`config.mk`:
```
export PLATFORM = sky130hd
export DESIGN_NAME = lcd_bus_responder
export DESIGN_NICKNAME = d
export VERILOG_FILES = /design/src/rtl/lcd_bus_responder.sv
export SDC_FILE = /design/constraint.sdc
export NUM_CORES = 1
export LEC_CHECK = 0
export CAP_MARGIN = 20
export CORE_ASPECT_RATIO = 0.9
export CORE_MARGIN = 5
export CORE_UTILIZATION = 63
export DETAILED_ROUTE_END_ITERATION = 7
export HOLD_SLACK_MARGIN = 0.05
export PLACE_DENSITY = 0.84
export REMOVE_ABC_BUFFERS = 1
export SLEW_MARGIN = 20
export SYNTH_ARGS = -nofsm -noshare
export SYNTH_HDL_FRONTEND = slang
export SYNTH_SLANG_ARGS = --single-unit
```
`constraint.sdc`:
```
create_clock -name i_clk -period 3 [get_ports i_clk]
set_clock_uncertainty 0.05 [all_clocks]
set_input_delay 0.6 -clock i_clk [delete_from_list [all_inputs] [get_ports i_clk]]
set_output_delay 0.6 -clock i_clk [all_outputs]
set_load 0.01 [all_outputs]
```
`src/rtl/lcd_bus_responder.sv`:
```
// Responder for the 8-bit HD44780-style LCD bus. It decodes writes on the synchronised EN fall and keeps the AC and a 2x16 DDRAM shadow.
// Latency: an accepted write pulses o_cmd_valid 3 clocks after EN=0 is first sampled. Backpressure: o_busy is held per command; a write while busy is dropped and flagged on o_viol.
module lcd_bus_responder #(
  parameter int BUSY_CYC    = 2000,
  parameter int CLEAR_CYC   = 76500,
  parameter int MIN_EN_HIGH = 12
) (
  input  logic       i_clk,
  input  logic       i_rst_n,
  input  logic       LCD_EN,
  input  logic       LCD_RS,
  input  logic       LCD_RW,
  input  logic [7:0] LCD_DATA,
  output logic [7:0] o_rd_data,
  output logic       o_busy,
  output logic       o_cmd_valid,
  output logic       o_cmd_rs,
  output logic [7:0] o_cmd,
  output logic       o_viol,
  output logic       o_init_done,
  output logic       o_disp_on,
  output logic [6:0] o_ac,
  input  logic [4:0] i_peek_addr,
  output logic [7:0] o_peek_char
);

  localparam int CW = $clog2((CLEAR_CYC > BUSY_CYC) ? CLEAR_CYC : BUSY_CYC);
  localparam int EW = $clog2(MIN_EN_HIGH + 1);

  typedef enum logic [1:0] {S_IDLE, S_EN_HIGH, S_EXEC, S_BUSY} state_t;
  state_t state, state_nxt;

  logic [1:0]    en_sy, rs_sy, rw_sy;
  logic [7:0]    dat_sy0, dat_sy1;
  logic          en_s, rs_s, rw_s, en_d;
  logic [7:0]    dat_s;
  logic [EW-1:0] en_cnt;
  logic          fall, short_pulse;
  logic          cmd_rs, cmd_rw;
  logic [7:0]    cmd_dat;
  logic          exec_busy, exec_long;
  logic          latch_cmd, viol_nxt, busy_rd_step;
  logic [CW-1:0] busy_cnt;
  logic          clr_act;
  logic [4:0]    clr_idx;
  logic [6:0]    ac;
  logic          inc;
  logic          ac_vis;
  logic [4:0]    ac_idx;
  logic [7:0]    shadow [32];

  function automatic logic [6:0] ac_step(input logic [6:0] a, input logic up);
    if (up) begin
      if (a == 7'h27)      return 7'h40;
      else if (a == 7'h67) return 7'h00;
      else                 return a + 7'd1;
    end else begin
      if (a == 7'h00)      return 7'h67;
      else if (a == 7'h40) return 7'h27;
      else                 return a - 7'd1;
    end
  endfunction

  assign en_s  = en_sy[1];
  assign rs_s  = rs_sy[1];
  assign rw_s  = rw_sy[1];
  assign dat_s = dat_sy1;

  always_ff @(posedge i_clk or negedge i_rst_n) begin
    if (!i_rst_n) begin
      en_sy   <= '0;
      rs_sy   <= '0;
      rw_sy   <= '0;
      dat_sy0 <= '0;
      dat_sy1 <= '0;
      en_d    <= 1'b0;
      en_cnt  <= '0;
    end else begin
      en_sy   <= {en_sy[0], LCD_EN};
      rs_sy   <= {rs_sy[0], LCD_RS};
      rw_sy   <= {rw_sy[0], LCD_RW};
      dat_sy0 <= LCD_DATA;
      dat_sy1 <= dat_sy0;
      en_d    <= en_s;
      // Saturating count of EN-high cycles, cleared while EN is low
      if (en_s) begin
        if (en_cnt != EW'(MIN_EN_HIGH)) en_cnt <= en_cnt + EW'(1);
      end else begin
        en_cnt <= '0;
      end
    end
  end

  assign fall         = en_d & ~en_s;
  assign short_pulse  = (en_cnt < EW'(MIN_EN_HIGH));
  assign exec_busy    = cmd_rs | (cmd_dat != 8'h00);
  assign exec_long    = !cmd_rs && (cmd_dat[7:2] == 6'd0) && (cmd_dat[1:0] != 2'd0);
  assign busy_rd_step = (state == S_BUSY) && fall && !short_pulse && rw_s && rs_s;
  assign ac_vis       = (ac[6:4] == 3'b000) || (ac[6:4] == 3'b100);
  assign ac_idx       = {ac[6], ac[3:0]};
  assign o_busy       = (state == S_BUSY);
  assign o_ac         = ac;
  assign o_peek_char  = shadow[i_peek_addr];

  always_ff @(posedge i_clk or negedge i_rst_n) begin
    if (!i_rst_n) state <= S_IDLE;
    else          state <= state_nxt;
  end

  always_comb begin
    state_nxt = state;
    latch_cmd = 1'b0;
    viol_nxt  = 1'b0;
    case (state)
      S_IDLE:    if (en_s) state_nxt = S_EN_HIGH;
      S_EN_HIGH: begin
        if (fall) begin
          if (short_pulse) begin
            viol_nxt  = 1'b1;
            state_nxt = S_IDLE;
          end else begin
            latch_cmd = 1'b1;
            state_nxt = S_EXEC;
          end
        end
      end
      S_EXEC:    state_nxt = (!cmd_rw && exec_busy) ? S_BUSY : S_IDLE;
      S_BUSY: begin
        if (fall && (short_pulse || !rw_s)) viol_nxt = 1'b1;
        if (busy_cnt == '0) state_nxt = S_IDLE;
      end
      default:   state_nxt = S_IDLE;
    endcase
  end

  always_ff @(posedge i_clk or negedge i_rst_n) begin
    if (!i_rst_n) begin
      o_rd_data   <= 8'h00;
      o_cmd_valid <= 1'b0;
      o_cmd_rs    <= 1'b0;
      o_cmd       <= 8'h00;
      o_viol      <= 1'b0;
      o_init_done <= 1'b0;
      o_disp_on   <= 1'b0;
      cmd_rs      <= 1'b0;
      cmd_rw      <= 1'b0;
      cmd_dat     <= 8'h00;
      busy_cnt    <= '0;
      clr_act     <= 1'b0;
      clr_idx     <= 5'd0;
      ac          <= 7'd0;
      inc         <= 1'b1;
      for (int i = 0; i < 32; i++) shadow[i] <= 8'h20;
    end else begin
      o_cmd_valid <= 1'b0;
      o_viol      <= viol_nxt;
      o_rd_data   <= rs_s ? (ac_vis ? shadow[ac_idx] : 8'h20) : {o_busy, ac};
      if (latch_cmd) begin
        cmd_rs  <= rs_s;
        cmd_rw  <= rw_s;
        cmd_dat <= dat_s;
      end
      if (state == S_BUSY) begin
        if (busy_cnt != '0) busy_cnt <= busy_cnt - CW'(1);
        // Clear display wipes one shadow entry per busy cycle
        if (clr_act) begin
          shadow[clr_idx] <= 8'h20;
          clr_idx         <= clr_idx + 5'd1;
          if (clr_idx == 5'd31) clr_act <= 1'b0;
        end
        if (busy_rd_step) ac <= ac_step(ac, inc);
      end
      if (state == S_EXEC) begin
        if (cmd_rw) begin
          if (cmd_rs) ac <= ac_step(ac, inc);
        end else begin
          o_cmd_valid <= 1'b1;
          o_cmd       <= cmd_dat;
          o_cmd_rs    <= cmd_rs;
          busy_cnt    <= exec_long ? CW'(CLEAR_CYC - 1) : CW'(BUSY_CYC - 1);
          if (cmd_rs) begin
            if (ac_vis) shadow[ac_idx] <= cmd_dat;
            ac <= ac_step(ac, inc);
          end else begin
            casez (cmd_dat)
              8'b1???????: ac <= cmd_dat[6:0];
              8'b01??????: ;
              8'b001?????: if (cmd_dat[4]) o_init_done <= 1'b1;
              8'b0001????: if (!cmd_dat[3]) ac <= ac_step(ac, cmd_dat[2]);
              8'b00001???: o_disp_on <= cmd_dat[2];
              8'b000001??: inc <= cmd_dat[1];
              8'b0000001?: ac <= 7'd0;
              8'b00000001: begin
                ac      <= 7'd0;
                inc     <= 1'b1;
                clr_act <= 1'b1;
                clr_idx <= 5'd0;
              end
              default: ;
            endcase
          end
        end
      end
    end
  end

endmodule
```
==> impl_metrics.ini <==
[status]
status = finished with violations
violations = setup timing

[place]
io_buffers = 54
gp_congestion = 1.08
hpwl_mm = 49.4
place_ws_ns = -0.328

[critical_path]
cp_cell_sequence = buf_6, buf_12, buf_4, mux4_2, mux2i_1, buf_4, a221oi_1, dlygate4sd2_1
cp_num_buf_inv = 5
worstPathMaxFanout = 9
arrival_ns = 2.37
critPathKind = input pin to output port
slowest_delay_ns = 0.48
cp_slowest_cell = mux4_2
cpMostUsedCell = buf_4
required_ns = 2.35
end_kind = output port
critPathTopFamily = buffers and inverters
critPathLaunchType = input pin

[cts]
clk_root_buffer_cell = clkbuf_16
cts_buffer_depth = 3
clk_pin_slew_ns = 0.06
cts_made_buffers = 36
clock_sinks = 347
clock_latency_ns = 0.55
tritoncts = done
htree_levels = 2

[timing]
setup-violations-final = 4
maxSlewViolCount = 0
worst_slack_ns = -0.0194
slew_headroom_pct = 39.9
hold_ws_ns = 0.298
worst_pin_slew_ns = 0.888
grt_setup_unrepaired = yes
fin_crit_ns = 3.02
fin_tns_setup_ns = -0.0511
fmax_mhz = 331
hold_violations = 0
post-route-period-util_pct = 101

[yosys]
synth-seq-cells = 347
ys_async_sr_fraction_pct = 100
yosysMostFrequentCell = nand2_1
syn_avg_cell_area_um2 = 9.88
yosysSeqAreaShare_pct = 45.7
ys_types = 75
synthCells = 1934
yosysWarningCount = 0
synth_edf_count = 0
synth_top_cell_by_area = dfrtp_1
synth_area_mm2 = 0.0191
yosys-top-cells-count = nand2_1, dfrtp_1, nand3_1
ys.flop_type = dfrtp_1
yosys-top-cells-area = dfrtp_1, mux4_2, nand2_1, dfstp_2, mux2i_1
synth_top_area_share_pct = 41.1

[route]
ant_nets = 0
drtPass1Iterations = 8
drt-initial-drc-count = 2551
viasPerCell = 7.22
wl_mm = 69.2
drcViolationCount = 0
routedWlPerCell_um = 28.4
vias = 17600

[power_and_ir_drop]
internal_power_mw = 7.55
seq_power_share_pct = 48.5
cellLeakagePower_nw = 9.26
power_density_mw_per_mm2 = 443
swShare_pct = 22.5
p_switching_mw = 2.19
peakVddDrop_mv = 0.461
combPwrFrac_pct = 4.0
finalPower_mw = 9.74
clockPowerShare_pct = 47.5

[global_route]
grt_overflow = 0
grt_usage_pct = 40.4
antenna_found_initial = 2
grt_pass1_vias = 17100
grt_max_degree = 79
grt_pass1_wl_mm = 105

[die]
core_mm2 = 0.0299
initial_utilization_pct = 63.9
num_rows = 60
die_h_um = 175
pin_count = 55
dieArea_mm2 = 0.0339
die_x_um = 194

[finish]
area_growth_pct = 15.0
multi_input_area_mm2 = 0.00966
fillers = 2164
final_util_pct = 73.6
layout.area.seq_mm2 = 0.00873
drive_gt1_share_pct = 19.1
diodes = 0
layout.nets = 2036

[hold_path]
hold_class = flop to flop

[run]
drv_cap = 0
path summary, 6_finish.rpt:
| path | start | to | slack, ns | depth (start not counted) |
|---|---|---|---|---|
| setup / recovery | i_peek_addr[0] | o_peek_char[6] | -0.02 | 8 |
| hold / removal | dat_sy0[7] | dat_s[7] | 0.30 | 0 |
| min in group asynchronous | i_rst_n | shadow[140] | 0.57 | 2 |
| hold reg to reg | dat_sy0[7] | dat_s[7] | 0.30 | 0 |
| setup reg to reg | o_ac[3] | o_rd_data[6] | 0.27 | 5 |
| max in group asynchronous | i_rst_n | shadow[21] | 1.44 | 3 |
power by group through the flow:
stage               Sequential, mW  Combinational [mW]  Clock [mW]
detailed placement            4.81               0.382           0
CTS                           4.72               0.392        4.65
floorplan                     4.81               0.100           0
global route                  4.72               0.424        4.84
global placement              4.81               0.375           0
finish                        4.72               0.392        4.63
stage by stage:
step / cells / cell area (um2)
finish: 2436 / 22000
global placement: 2366 / 20600
CTS: 2436 / 22000
global route: 2436 / 22000
detailed placement: 2366 / 20600
floorplan: 1780 / 18500
cell usage in the layout (no fill, tap or decap), types with 42 or more instances in the layout:
master and instances:
a22o_1 42, buf_4 118, clkdlybuf4s50_1 42, dfrtp_1 310, mux2i_1 72, mux4_2 100
nand2_1 396, nand3_1 149, nor2_1 89, o21ai_0 145
repair_timing:
| action | in CTS | in global routing |
|---|---|---|
| hold buffers | 1 | 0 |
| cloned | 1 | 0 |
| resized for setup | 24 | 2 |
| endpoints found under the setup margin | 8 | 8 |
| buffers inserted | 2 | 0 |
| endpoints found under the hold margin | 57 | 0 |
state kept, by name, indices dropped and copies added (netlist names), 2 cells and up:
signal,flops
cmd_dat,8
clr_idx,5
o_cmd,8
busy_cnt,17
en_cnt,4
rw_sy,2
en_sy,2
o_rd_data,8
dat_s,8
state,2
rs_sy,2
dat_sy0,8
shadow,256
o_ac,7
cell type report:
class	instances	area share (%)
Multi-Input combinational cell	1396	44.0
Timing Repair Buffer	187	7.82
Tap cell	403	2.29
Sequential cell	347	39.7
Clock buffer	48	4.67
Clock inverter	18	0.860
Inverter	37	0.632
routing by layer:
layer	part of all wire (%)	track usage [%]	wire length, um
met1	35	51.7	24100
met2	44	61.1	30300
met3	14	13.2	9510
met4	7.7	23.1	5300
met5	0.032	0	22
kinds of logic (layout without fill, tap and decap cells):
family | count (synthesis) | in the layout | synth area share (%)
and+or+nand+nor | 781 | 781 | 18.7
AOI/OAI and AO/OA | 382 | 382 | 12.6
DFF | 347 | 347 | 45.7
muxes | 200 | 200 | 17.1
buffers and inverters | 191 | 290 | 4.11
xor gates and xnor gates | 20 | 20 | 0.917
adders and majority gates | 13 | 13 | 0.852
No activity file was read; power rests on OpenSTA's default activity.
